$ cat config.mk
export PLATFORM = sky130hd
export DESIGN_NAME = seq_alu
export DESIGN_NICKNAME = d
export VERILOG_FILES = /design/src/rtl/alu_pkg.sv /design/src/rtl/muldiv_iter.sv /design/src/rtl/seq_alu.sv
export SDC_FILE = /design/constraint.sdc
export NUM_CORES = 1
export LEC_CHECK = 0
export ABC_AREA = 1
export BUFFER_PORTS_ARGS = -buffer_cell sky130_fd_sc_hd__buf_2
export CAP_MARGIN = 30
export CORE_MARGIN = 8
export CORE_UTILIZATION = 56
export DETAILED_ROUTE_END_ITERATION = 16
export GPL_TIMING_DRIVEN = 0
export PLACE_DENSITY_LB_ADDON = 0.05
export SYNTH_ARGS = -nofsm -noshare
export SYNTH_HDL_FRONTEND = slang
export SYNTH_SLANG_ARGS = --single-unit
export TNS_END_PERCENT = 30
$ cat constraint.sdc
create_clock -name clk -period 2.59 [get_ports clk]
set_input_delay 0.259 -clock clk [delete_from_list [all_inputs] [get_ports clk]]
set_output_delay 0.259 -clock clk [all_outputs]
set_load 0.01 [all_outputs]
$ cat src/rtl/alu_pkg.sv
// Shared definitions for the sequential ALU: op codes, FSM states and
// the signed-overflow helper used by ADD/SUB.
package alu_pkg;

  localparam logic [3:0] OP_PASSB = 4'd0;
  localparam logic [3:0] OP_ADD   = 4'd1;
  localparam logic [3:0] OP_SUB   = 4'd2;
  localparam logic [3:0] OP_AND   = 4'd3;
  localparam logic [3:0] OP_OR    = 4'd4;
  localparam logic [3:0] OP_NOTB  = 4'd5;
  localparam logic [3:0] OP_XOR   = 4'd6;
  localparam logic [3:0] OP_SLT   = 4'd7;
  localparam logic [3:0] OP_MULU  = 4'd8;
  localparam logic [3:0] OP_DIVU  = 4'd9;

  typedef enum logic {
    IDLE = 1'b0,
    BUSY = 1'b1
  } state_e;

  // Signed overflow from operand/result sign bits. For SUB the effective
  // second operand is -B, so its sign is flipped before the usual test.
  function automatic logic add_sub_ovf(input logic a_s, input logic b_s,
                                       input logic r_s, input logic is_sub);
    logic b_eff;
    b_eff = b_s ^ is_sub;
    return (a_s == b_eff) && (r_s != a_s);
  endfunction

endpackage

$ cat src/rtl/muldiv_iter.sv
// Iterative unsigned multiply (shift-add) / divide (restoring) engine.
// One step per cycle for WIDTH cycles after start; done is asserted in
// the cycle whose edge performs the final step, and lo/hi present the
// post-step accumulator so the caller can register them on that edge.
module muldiv_iter #(
  parameter  int WIDTH = 16,
  localparam int CNT_W = $clog2(WIDTH + 1)
) (
  input  logic             clk,
  input  logic             rst_n,
  input  logic             abort,
  input  logic             start,
  input  logic             is_div,
  input  logic [WIDTH-1:0] a,
  input  logic [WIDTH-1:0] b,
  output logic             done,
  output logic [WIDTH-1:0] lo,
  output logic [WIDTH-1:0] hi,
  output logic             dz
);

  logic [2*WIDTH-1:0] acc_q, step_acc;
  logic [WIDTH-1:0]   b_q;
  logic               is_div_q;
  logic [CNT_W-1:0]   cnt_q;
  logic [WIDTH:0]     mul_sum;
  logic [WIDTH+1:0]   div_trial;

  // One iteration. MUL: add B into the high half when the multiplier LSB
  // is set, then shift right (carry lands in the top bit). DIV: shift the
  // next dividend bit into the remainder and subtract B if it fits; the
  // extra trial bit keeps B==0 from looking like a borrow, so a zero
  // divisor naturally yields all-ones quotient and remainder==A.
  always_comb begin
    mul_sum   = {1'b0, acc_q[2*WIDTH-1:WIDTH]} + (acc_q[0] ? {1'b0, b_q} : '0);
    div_trial = {1'b0, acc_q[2*WIDTH-1:WIDTH], acc_q[WIDTH-1]} - {2'b00, b_q};
    if (is_div_q) begin
      if (!div_trial[WIDTH+1]) step_acc = {div_trial[WIDTH-1:0], acc_q[WIDTH-2:0], 1'b1};
      else                     step_acc = {acc_q[2*WIDTH-2:0], 1'b0};
    end else begin
      step_acc = {mul_sum, acc_q[WIDTH-1:1]};
    end
  end

  assign done = (cnt_q == CNT_W'(1));
  assign lo   = step_acc[WIDTH-1:0];
  assign hi   = step_acc[2*WIDTH-1:WIDTH];
  assign dz   = is_div_q && (b_q == '0);

  // Operand latch, iteration counter and accumulator; abort wins over all.
  always_ff @(posedge clk or negedge rst_n) begin
    if (!rst_n) begin
      acc_q    <= '0;
      b_q      <= '0;
      is_div_q <= 1'b0;
      cnt_q    <= '0;
    end else if (abort) begin
      cnt_q <= '0;
    end else if (start) begin
      acc_q    <= {{WIDTH{1'b0}}, a};
      b_q      <= b;
      is_div_q <= is_div;
      cnt_q    <= CNT_W'(WIDTH);
    end else if (cnt_q != '0) begin
      acc_q <= step_acc;
      cnt_q <= cnt_q - CNT_W'(1);
    end
  end

endmodule

$ cat src/rtl/seq_alu.sv
// Handshaked ALU: single-cycle logic/arith ops complete on the accept
// edge; MULU/DIVU run on the iterative engine while in_ready is low.
// Results and flags are registered and held until the next out_valid.
module seq_alu
  import alu_pkg::*;
#(
  parameter int WIDTH = 16
) (
  input  logic             clk,
  input  logic             rst_n,
  input  logic             abort,
  input  logic             in_valid,
  output logic             in_ready,
  input  logic [3:0]       op,
  input  logic [WIDTH-1:0] A,
  input  logic [WIDTH-1:0] B,
  output logic             out_valid,
  output logic [WIDTH-1:0] W,
  output logic [WIDTH-1:0] W_hi,
  output logic             Zero,
  output logic             ovf,
  output logic             dz
);

  state_e           state_q, state_d;
  logic [WIDTH-1:0] w_q, w_d, whi_q, whi_d;
  logic             ovf_q, ovf_d, dz_q, dz_d, ov_q, ov_d;
  logic [WIDTH-1:0] alu_w, sum, diff;
  logic             alu_ovf, is_md, accept, eng_start, eng_done, eng_dz;
  logic [WIDTH-1:0] eng_lo, eng_hi;

  assign in_ready = (state_q == IDLE);
  assign accept   = in_valid && in_ready && !abort;
  assign is_md    = (op == OP_MULU) || (op == OP_DIVU);

  muldiv_iter #(.WIDTH(WIDTH)) u_eng (
    .clk    (clk),
    .rst_n  (rst_n),
    .abort  (abort),
    .start  (eng_start),
    .is_div (op == OP_DIVU),
    .a      (A),
    .b      (B),
    .done   (eng_done),
    .lo     (eng_lo),
    .hi     (eng_hi),
    .dz     (eng_dz)
  );

  // Single-cycle datapath; unused codes fall back to PASSB.
  always_comb begin
    sum     = A + B;
    diff    = A - B;
    alu_w   = B;
    alu_ovf = 1'b0;
    case (op)
      OP_ADD: begin
        alu_w   = sum;
        alu_ovf = add_sub_ovf(A[WIDTH-1], B[WIDTH-1], sum[WIDTH-1], 1'b0);
      end
      OP_SUB: begin
        alu_w   = diff;
        alu_ovf = add_sub_ovf(A[WIDTH-1], B[WIDTH-1], diff[WIDTH-1], 1'b1);
      end
      OP_AND:  alu_w = A & B;
      OP_OR:   alu_w = A | B;
      OP_NOTB: alu_w = ~B;
      OP_XOR:  alu_w = A ^ B;
      OP_SLT:  alu_w = WIDTH'($signed(A) < $signed(B));
      default: alu_w = B;
    endcase
  end

  // Handshake FSM next state plus next values of the result registers.
  always_comb begin
    state_d   = state_q;
    w_d       = w_q;
    whi_d     = whi_q;
    ovf_d     = ovf_q;
    dz_d      = dz_q;
    ov_d      = 1'b0;
    eng_start = 1'b0;
    case (state_q)
      IDLE: begin
        if (accept) begin
          if (is_md) begin
            eng_start = 1'b1;
            state_d   = BUSY;
          end else begin
            ov_d  = 1'b1;
            w_d   = alu_w;
            whi_d = '0;
            ovf_d = alu_ovf;
            dz_d  = 1'b0;
          end
        end
      end
      BUSY: begin
        if (abort) begin
          state_d = IDLE;
        end else if (eng_done) begin
          state_d = IDLE;
          ov_d    = 1'b1;
          w_d     = eng_lo;
          whi_d   = eng_hi;
          ovf_d   = 1'b0;
          dz_d    = eng_dz;
        end
      end
      default: state_d = IDLE;
    endcase
  end

  // State and output registers.
  always_ff @(posedge clk or negedge rst_n) begin
    if (!rst_n) begin
      state_q <= IDLE;
      w_q     <= '0;
      whi_q   <= '0;
      ovf_q   <= 1'b0;
      dz_q    <= 1'b0;
      ov_q    <= 1'b0;
    end else begin
      state_q <= state_d;
      w_q     <= w_d;
      whi_q   <= whi_d;
      ovf_q   <= ovf_d;
      dz_q    <= dz_d;
      ov_q    <= ov_d;
    end
  end

  assign out_valid = ov_q;
  assign W         = w_q;
  assign W_hi      = whi_q;
  assign Zero      = (w_q == '0);
  assign ovf       = ovf_q;
  assign dz        = dz_q;

endmodule

# Word level (Yosys, flattened, before mapping)
# Cells that the tools add are included.
# totals
register_bits	90
output_inout_bits	37
# classes
addsub	5
n_lt_le_gt_ge	1
eq_ne	18
mux	41
bitwise_logic	7
reduce_logical	15
# op_table
op	n
two-way mux 16 bit	9
two-way mux 32 bit	4
case mux 16 bit (7 select lines)	1
case mux 16 bit (2 select lines)	2
logical NOT 16 bit	2
subtractor 17 x 16 -> 18 bit	1
adder 16 x 17 -> 17 bit	1
two-way mux 1 bit	17
adder 16 bit	1
bitwise AND 16 bit	1
equality test 4 x 3 -> 1 bit, second input constant	4
less-than comparator 16 bit	1
inverter 16 bit	1
OR 16 bit	1
subtractor 16 bit	1
XOR 16 bit	1
two-way mux 5 bit	3
case mux 1 bit (2 select lines)	5
equality test 4 x 2 -> 1 bit, second input constant	2
equality test 4 bit, second input constant	2
equality test 5 x 1 -> 1 bit, second input constant	1
logical AND 1 bit	5
nonzero test 5 bit	1
subtractor 5 x 1 -> 5 bit, second input constant	1
12 further kinds	19

# Depth between registers and ports, before layout
# Gate-level depths: netlist of run 1.
# depth
depth_word	7
depth_mapped	18
ltp_nobuf	17

# Cells and area by module
# Synthesis of run 1 repeated with hierarchy kept, for this count alone.
# unflattened
hier_cells	1559
area_unflattened_um2	9659.3
# modules_own_cells
mod	instances	cells_each	area_per_inst_um2	seq_area_each_um2
muldiv_iter	1	776	4976.0	1351.3
seq_alu	1	783	4683.2	900.9

# Least setup slack after synthesis of run 1
# Ideal clock, no wire load.
# synth_path
kind	register to register
start	register u_eng.acc_q[0]
end	register whi_q[7], in the netlist W_hi[7]
arrival_time_ps	2326
slack_ps	146
stages_incl_launch_ff	18
path_buffers	1
period_less_slack_ps	2444
path_cell_list	dfrtp_1 clkbuf_1 nand2_1 inv_1 ha_1 inv_1 fa_1 inv_1 nand3_1 nand2_1 inv_1 o21ai_0 nand3_1 nand2_1 xnor2_1 nand2_1 nand3_1 nand2_1
# synth_via
elab_chain_cells	6
# synth_lines
element	line	source
from (decl)	muldiv_iter.sv:22	logic [2*WIDTH-1:0] acc_q, step_acc;
from (signal assigned)	muldiv_iter.sv:60	acc_q <= {{WIDTH{1'b0}}, a};
from (signal assigned)	muldiv_iter.sv:65	acc_q <= step_acc;
two-way mux 16 bit	muldiv_iter.sv:35	mul_sum = {1'b0, acc_q[2*WIDTH-1:WIDTH]} + (acc_q[0] ? {1'b0, b_q} : '0);
adder 16 x 17 -> 17 bit	muldiv_iter.sv:35	
two-way mux 32 bit	muldiv_iter.sv:37	if (is_div_q) begin
two-way mux 16 bit	seq_alu.sv:101	end else if (eng_done) begin
two-way mux 16 bit	seq_alu.sv:99	if (abort) begin
case mux 16 bit (2 select lines)	seq_alu.sv:83	case (state_q)
to (signal assigned)	seq_alu.sv:126	whi_q <= whi_d;
to (decl)	seq_alu.sv:26	logic [WIDTH-1:0] w_q, w_d, whi_q, whi_d;
# No other way between the ends. The select of a mux whose other input is x is not followed.
# A chain may end at the register's enable or synchronous reset.

# Worst setup path after layout of run 1
# layout_path
start	register u_eng.b_q[14]
end	register whi_q[12], in the netlist W_hi[12]
# layout_via
elab_chain_cells	6
# layout_lines
element	line	source
from (decl)	muldiv_iter.sv:23	logic [WIDTH-1:0] b_q;
from (signal assigned)	muldiv_iter.sv:54	b_q <= '0;
from (signal assigned)	muldiv_iter.sv:61	b_q <= b;
subtractor 17 x 16 -> 18 bit	muldiv_iter.sv:36	div_trial = {1'b0, acc_q[2*WIDTH-1:WIDTH], acc_q[WIDTH-1]} - {2'b00, b_q};
two-way mux 32 bit	muldiv_iter.sv:38	if (!div_trial[WIDTH+1]) step_acc = {div_trial[WIDTH-1:0], acc_q[WIDTH-2:0], 1'b1};
two-way mux 32 bit	muldiv_iter.sv:37	
two-way mux 16 bit	seq_alu.sv:101	
two-way mux 16 bit	seq_alu.sv:99	
case mux 16 bit (2 select lines)	seq_alu.sv:83	
# No other way between the ends. The select of a mux whose other input is x is not followed.

==> results of run 1 <==
[flip-flops by register name, summed over array words and instances (netlist names)]
signal	cells
u_eng.cnt_q	5
ovf	1
W_hi	16
out_valid	1
u_eng.b_q	16
state_q	1
u_eng.acc_q	32
u_eng.is_div_q	1
W	16
dz	1
[through the flow]
stage	instance area [um^2]	power [mW]	instances	TNS, ns
6_report	10290	8.960	1720	0
5_1_grt	10290	9.673	1720	0
4_1_cts	10160	8.730	1718	0
3_5_place_dp	9821	7.280	1699	-5.769
3_3_place_gp	9791	7.193	1698	-5.298
2_1_floorplan	9140	5.800	1406	0
[cells in the mapped netlist, drive strengths merged, types with 5 or more instances]
cell type,n
nand2,405
inv,185
nand3,148
o21ai,104
nor2,94
ha,92
dfrtp,90
a21oi,78
buf,32
nand4,29
o211ai,19
clkbuf,17
nor3,14
a211oi,10
o21bai,10
o22ai,9
nor4,8
xnor2,8
a22o,7
xor2,6
a21o,5
nand3b,5
[worst max-delay path, delay by kind of cell, from the launching register on]
| family | cells | cell delay (ns) |
|---|---|---|
| AO/OA/AOI/OAI | 2 | 0.41 |
| flip-flops | 1 | 0.51 |
| AND/OR/NAND/NOR | 7 | 0.79 |
| adder cells (fa/ha/maj) | 1 | 0.37 |
| buffers and inverters | 2 | 0.28 |
[logic make-up after synthesis]
kind of cell / after synthesis / synth area share
xor gates and xnor gates: 14 / 0.01342
adders and majority gates: 96 / 0.1347
and+or+nand+nor: 708 / 0.3342
AOI/OAI and AO/OA: 261 / 0.1682
DFF: 90 / 0.2464
buffers and inverters: 237 / 0.1031
[timing repair]
action | CTS | global route
setup buffers | 3 | 2
gates resized for setup | 5 | 35
endpoints found under the hold margin | 33 | 0
hold buffers | 1 | 0
setup endpoints to repair | 27 | 26
pin swaps | 1 | 2
[worst paths after layout]
path	startpoint	end	slack [ns]
setup / recovery	u_eng.b_q[14]$_DFFE_PN0P_	W_hi[12]$_DFFE_PN0P_	0.1
hold / removal	op[0]	u_eng.is_div_q$_DFFE_PN0P_	0.25
hold reg to reg	W_hi[3]$_DFFE_PN0P_	W_hi[3]$_DFFE_PN0P_	0.47
min in group asynchronous	rst_n	u_eng.acc_q[29]$_DFFE_PN0P_	0.40
max in group asynchronous	rst_n	ovf$_DFFE_PN0P_	1.53
setup reg to reg	u_eng.b_q[14]$_DFFE_PN0P_	W_hi[12]$_DFFE_PN0P_	0.1
[per-layer routing]
layer / vias to the layer above / global-route usage / part of all wire
met5: - / 0 / 0
met2: 512 / 0.5530 / 0.46
met1: 4740 / 0.3716 / 0.38
li1: 4838 / - / -
met4: 0 / 0.2490 / 0.081
met3: 155 / 0.06072 / 0.074
[power by group]
group          switching (mW)  internal (mW)
Combinational            3.50           1.84
Sequential              0.454           1.80
Clock                   0.587          0.778
Total                    4.54           4.41
[area by class of cell]
cell class | instances | area (um^2)
Fill cell | 1564 | 5652
Timing Repair Buffer | 83 | 457.9
Sequential cell | 90 | 2261
Inverter | 188 | 705.7
Tap cell | 216 | 270.3
Buffer | 48 | 234.0
Multi-Input combinational cell | 1079 | 6058
Clock inverter | 5 | 61.31
Clock buffer | 11 | 242.7
==> flow_summary_export.csv, run 1 <==
group,metric,value,unit
yosys,syn_nets,1542,
finish,drive_gt1_frac,0.1230,
critical_path,crit_top_cell,"nand2_1",
yosys,synth_ff_type,"dfrtp_1",
floorplanning,core_area,15940,um^2
yosys,ys_seq_area_frac,0.2464,
power_and_ir_drop,irDropWorstVdd,552.4,uV
sta,period_share,0.9621,
finish,layout.nets,1635,
sta,slew_viol_final,0,
placement,hpwl,26.38,mm
finish,n_antenna_cell,0,
sta,rsz0062_at_grt,"no",
critical_path,path_class,"flip-flop to flip-flop",
critical_path,cp.required,2.83,ns
sta,fmax,401.3,MHz
yosys,ys_ff_latch,90,
run_status,run_status,"finished clean",
detailed_routing,num_vias,10245,
sta,tightestPinTransition,0.9806,ns
yosys,async_flop_share,1.000,
yosys,synth.largest_area_cell,"dfrtp_1",
detailed_routing,routed_wl,33.46,mm
detailed_routing,drt_iter0_drc,844,
hold_path,min_path_type,"primary input to flip-flop",
yosys,netlist_area,9140,um^2
yosys,yosys-top-cells-area,"dfrtp_1 25%, nand2_1 17%, ha_1 13%",
critical_path,endpoint_kind,"flip-flop",
finish,final_common_cell,"nand2_1",
finish,areaGrowthSynthToFinish,12.59,%
yosys,synth_edf_count,0,
detailed_routing,wl_per_cell,19.45,um
finish,final_cell_mix,"401 x nand2_1, 180 x inv_1, 139 x nand3_1",
yosys,ys_types,49,
critical_path,cp-start-kind,"flip-flop",
yosys,synth_top_area_frac,0.2464,
grt,grt_max_degree,58,
clock_network,cts_max_level,3,
finish,fin_util,0.6455,
yosys,syn_inst,1406,
clock_network,cts_num_sinks,90,
floorplanning,design.die.area,20670,um^2
clock_network,path_clk_slew,0.07,ns
hold_path,holdPathStages,3,
floorplanning,start_util,0.5733,
detailed_routing,viasPerCell,5.956,
grt,grt_pass1_wl,52.30,mm
yosys,yosysWarnings,0,
floorplanning,fp.dieW,143.8,um
sta,setup_slack,0.09817,ns
critical_path,crit_chain,"inv_1, ha_1, a21o_1, nand2_1, nand2_1, a21oi_4, nand3_4, buf_6, nand2_1, nand3_1, nand3_1, nand2_1",
critical_path,slowest_stage,"dfrtp_1",
placement,gp_congestion,1.026,
grt,grt_pass1_vias,10030,
critical_path,cp.arrival,2.73,ns
grt,antenna_found_initial,0,
sta,final_hold_viol_count,0,
grt,grt_usage,0.3311,
yosys,syn_area_per_cell,6.501,um^2
sta,relSlewSlack,0.3438,
floorplanning,die_h,143.8,um
detailed_routing,ant_nets,0,
power_and_ir_drop,cellPowerDensity,870.6,nW/um^2
grt,grt-ovfl-total,0,
placement,dp_slack,-0.5503,ns
detailed_routing,drc_errors,0,
clock_network,tritoncts,"yes",
critical_path,r2r_cells,12,
sta,period_minus_slack,2.492,ns
sta,skew,0.01304,ns
clock_network,cts_buffers,9,
floorplanning,io_pins,77,
clock_network,clockRootBuffer,"clkbuf_16",
floorplanning,rows,46,
job,cap_viol_max_count,0,
critical_path,crit_path_max_fanout,10,
critical_path,slowest_delay,0.51,ns
sta,setup_viol_count_final,0,
sta,whs,0.2510,ns
detailed_routing,drtPass1Iterations,5,
clock_network,clk_path_buf_depth,2,
clock_network,insertion_delay,0.36,ns
power_and_ir_drop,power_leakage,5.486,nW
placement,portBuffers,76,
(Power assumes the default switching activity.)
==> inputs of run 2 (changes only) <==
--- a/config.mk
+++ b/config.mk
@@ -15,5 +15,6 @@
 export PLACE_DENSITY_LB_ADDON = 0.05
 export SYNTH_ARGS = -nofsm -noshare
 export SYNTH_HDL_FRONTEND = slang
+export SYNTH_HIERARCHICAL = 1
 export SYNTH_SLANG_ARGS = --single-unit
 export TNS_END_PERCENT = 30
==> flow_summary_export.csv, run 2 <==
group,metric,value,unit
detailed_routing,num_vias,10653,
detailed_routing,drtPass1Iterations,5,
critical_path,cp.arrival,2.77,ns
sta,final_hold_viol_count,0,
placement,gp_congestion,1.014,
floorplanning,design.die.area,21710,um^2
yosys,ys_types,52,
floorplanning,die_h,147.3,um
grt,grt_pass1_vias,9451,
clock_network,cts_num_sinks,90,
critical_path,worstSetupStartpoint,"u_eng/acc_q[15]$_DFFE_PN0P_",
yosys,synthTopCellsByCount,"497 x nand2_1, 211 x inv_1, 143 x nor2_1",
critical_path,cp.required,2.87,ns
grt,antenna_found_initial,0,
critical_path,cp-start-kind,"flip-flop",
job,cap_viol_max_count,0,
finish,areaGrowthSynthToFinish,11.71,%
sta,period_share,0.9631,
hold_path,holdPathStages,3,
detailed_routing,wl_per_cell,18.00,um
critical_path,crit_path_max_fanout,3,
floorplanning,rows,48,
grt,grt_max_degree,49,
sta,skew,0.01205,ns
yosys,syn_inst,1559,
yosys,yosysWarnings,6,
yosys,syn_nets,1695,
power_and_ir_drop,power_leakage,6.038,nW
run_status,run_status,"finished clean",
clock_network,path_clk_slew,0.08,ns
finish,final_common_cell,"nand2_1",
floorplanning,core_area,17060,um^2
critical_path,rrSetupSlack,0.1,ns
clock_network,cts_buffers,9,
grt,grt_usage,0.3001,
critical_path,r2r_cells,13,
detailed_routing,drt_iter0_drc,1152,
critical_path,endpoint_kind,"flip-flop",
yosys,synth_most_common_cell,"nand2_1",
placement,hpwl,27.24,mm
clock_network,tritoncts,"yes",
yosys,syn_area_per_cell,6.196,um^2
critical_path,path_class,"flip-flop to flip-flop",
clock_network,cts_max_level,3,
finish,final_cell_mix,"497 x nand2_1, 211 x inv_1, 143 x nor2_1",
yosys,synth_top_family_by_area,"simple AND/OR/NAND/NOR gates",
sta,slew_viol_final,0,
sta,period_minus_slack,2.494,ns
critical_path,r2r-end,"W_hi[8]$_DFFE_PN0P_",
yosys,synth-adder-area-share,0.1275,
grt,grt_pass1_wl,51.25,mm
yosys,synth_top_area_frac,0.2332,
yosys,netlist_area,9659,um^2
yosys,yosys-top-cells-area,"dfrtp_1 23%, nand2_1 19%, ha_1 12%",
yosys,synth_ff_type,"dfrtp_1",
sta,setup_tns,0,ns
sta,rsz0062_at_grt,"yes",
power_and_ir_drop,cellPowerDensity,841.9,nW/um^2
sta,setup_viol_count_final,0,
yosys,ys_seq_area_frac,0.2332,
detailed_routing,viasPerCell,5.663,
yosys,synthXorXnorAreaFrac,0.01360,
floorplanning,start_util,0.5663,
detailed_routing,ant_nets,0,
sta,relSlewSlack,0.5473,
critical_path,rr_startpoint,"u_eng/acc_q[15]$_DFFE_PN0P_",
finish,layout.nets,1787,
sta,fmax,400.9,MHz
grt,grt-ovfl-total,0,
floorplanning,io_pins,77,
finish,drive_gt1_frac,0.1250,
yosys,async_flop_share,1.000,
power_and_ir_drop,irDropWorstVdd,565.7,uV
hold_path,worstHoldEndpoint,"u_eng/acc_q[14]$_DFFE_PN0P_",
hold_path,min_path_type,"primary input to flip-flop",
clock_network,clk_path_buf_depth,2,
finish,multi_input_area,6324,um^2
hold_path,hp-start,"A[14]",
yosys,synthSimpleGateAreaFrac,0.3808,
yosys,synth_edf_count,0,
finish,n_antenna_cell,0,
yosys,ys_ff_latch,90,
clock_network,clockRootBuffer,"clkbuf_16",
sta,whs,0.2146,ns
floorplanning,fp.dieW,147.3,um
clock_network,insertion_delay,0.35,ns
detailed_routing,drc_errors,0,
placement,portBuffers,76,
yosys,synth_compound_area_frac,0.1249,
finish,largest_register_ff_count,32,
finish,largest-register,"u_eng/acc_q",
detailed_routing,routed_wl,33.85,mm
yosys,synthMuxAreaShare,0.001166,
finish,nFillCells,1689,
sta,tightestPinTransition,0.6790,ns
finish,regArea,2257,um^2
yosys,synth.largest_area_cell,"dfrtp_1",
## run 2: changes by cell type after synthesis, moves of 10 or more
cell,previous run,this run
nand2_1,402,497
o21ai_0,101,43
nor2_1,91,143
o21ai_1,3,37
inv_1,181,211
o211ai_1,19,1
nand3_1,147,130
inv_2,4,18
a31oi_1,3,16
nand3_2,0,11
a21oi_1,75,85
## run 2: logic make-up (layout without fill, tap and decap cells)
family	Yosys count	after routing
and+or+nand+nor	857	857
buffers and inverters	284	381
AOI/OAI and AO/OA	216	216
adders and majority gates	96	96
DFF	90	90
xor gates and xnor gates	15	15
muxes	1	1
## run 2: worst max-delay path by stage
| stage | end | slack (ns) | cells past startpoint |
|---|---|---|---|
| floorplan | W_hi[7]$_DFFE_PN0P_ | 0.21 | 14 |
| global placement | W_hi[15]$_DFFE_PN0P_ | -0.33 | 16 |
| detailed placement | W_hi[15]$_DFFE_PN0P_ | -0.31 | 16 |
| CTS | W_hi[15]$_DFFE_PN0P_ | 0.05 | 14 |
| global route | W_hi[6]$_DFFE_PN0P_ | -0.02 | 15 |
| finish | W_hi[8]$_DFFE_PN0P_ | 0.1 | 13 |
## run 2: repair_timing
action,CTS,global route
setup buffers,0,4
pin swaps,1,1
endpoints found under the hold margin,42,0
gates resized for setup,7,15
endpoints found under the setup margin,16,12
hold buffers,1,0
## run 2: routing by layer
metal  wire length [um]  vias to the layer above  global-route usage  part of all wire
met1              15020                     4882              0.4322              0.44
met5                  0                        -                   0                 0
met4                561                        0             0.07190             0.017
li1                   -                     5176                   -                 -
met3               4047                       44             0.07136              0.12
met2              14220                      551              0.4408              0.42
## run 2: where the power goes
group	switching, mW	internal [mW]	total (mW)
Clock	0.610	0.855	1.46
Sequential	0.451	1.81	2.26
Combinational	3.51	1.85	5.36
## run 2: metrics by stage
step	std cells	total power, mW	instance area [um^2]	utilization	worst slack (ns)
6_report	1881	9.084	10790	0.6326	0.09562
5_1_grt	1881	9.723	10790	0.6326	-0.02014
4_1_cts	1877	8.792	10700	0.6276	0.05275
3_5_place_dp	1861	7.255	10350	0.6069	-0.3150
3_3_place_gp	1860	7.200	10320	0.6051	-0.3297
2_1_floorplan	1559	5.734	9659	-	0.2107
## run 2: area by class of cell
class / instances / area share
Clock inverter: 7 / 0.009624
Multi-Input combinational cell: 1185 / 0.5860
Sequential cell: 90 / 0.2092
Buffer: 52 / 0.02597
Inverter: 231 / 0.08047
Clock buffer: 9 / 0.02087
Tap cell: 225 / 0.02609
Timing Repair Buffer: 82 / 0.04174
## run 2: critical path: stages, from the launching register on
cell	delay [ns]
dfrtp_1	0.41
inv_1	0.11
ha_1	0.27
fa_1	0.44
inv_1	0.11
nand3_1	0.11
nand3_2	0.13
a21oi_1	0.09
xor2_1	0.22
nand2_1	0.09
nand3_2	0.09
and2_1	0.15
nand2_1	0.06
o21ai_1	0.15
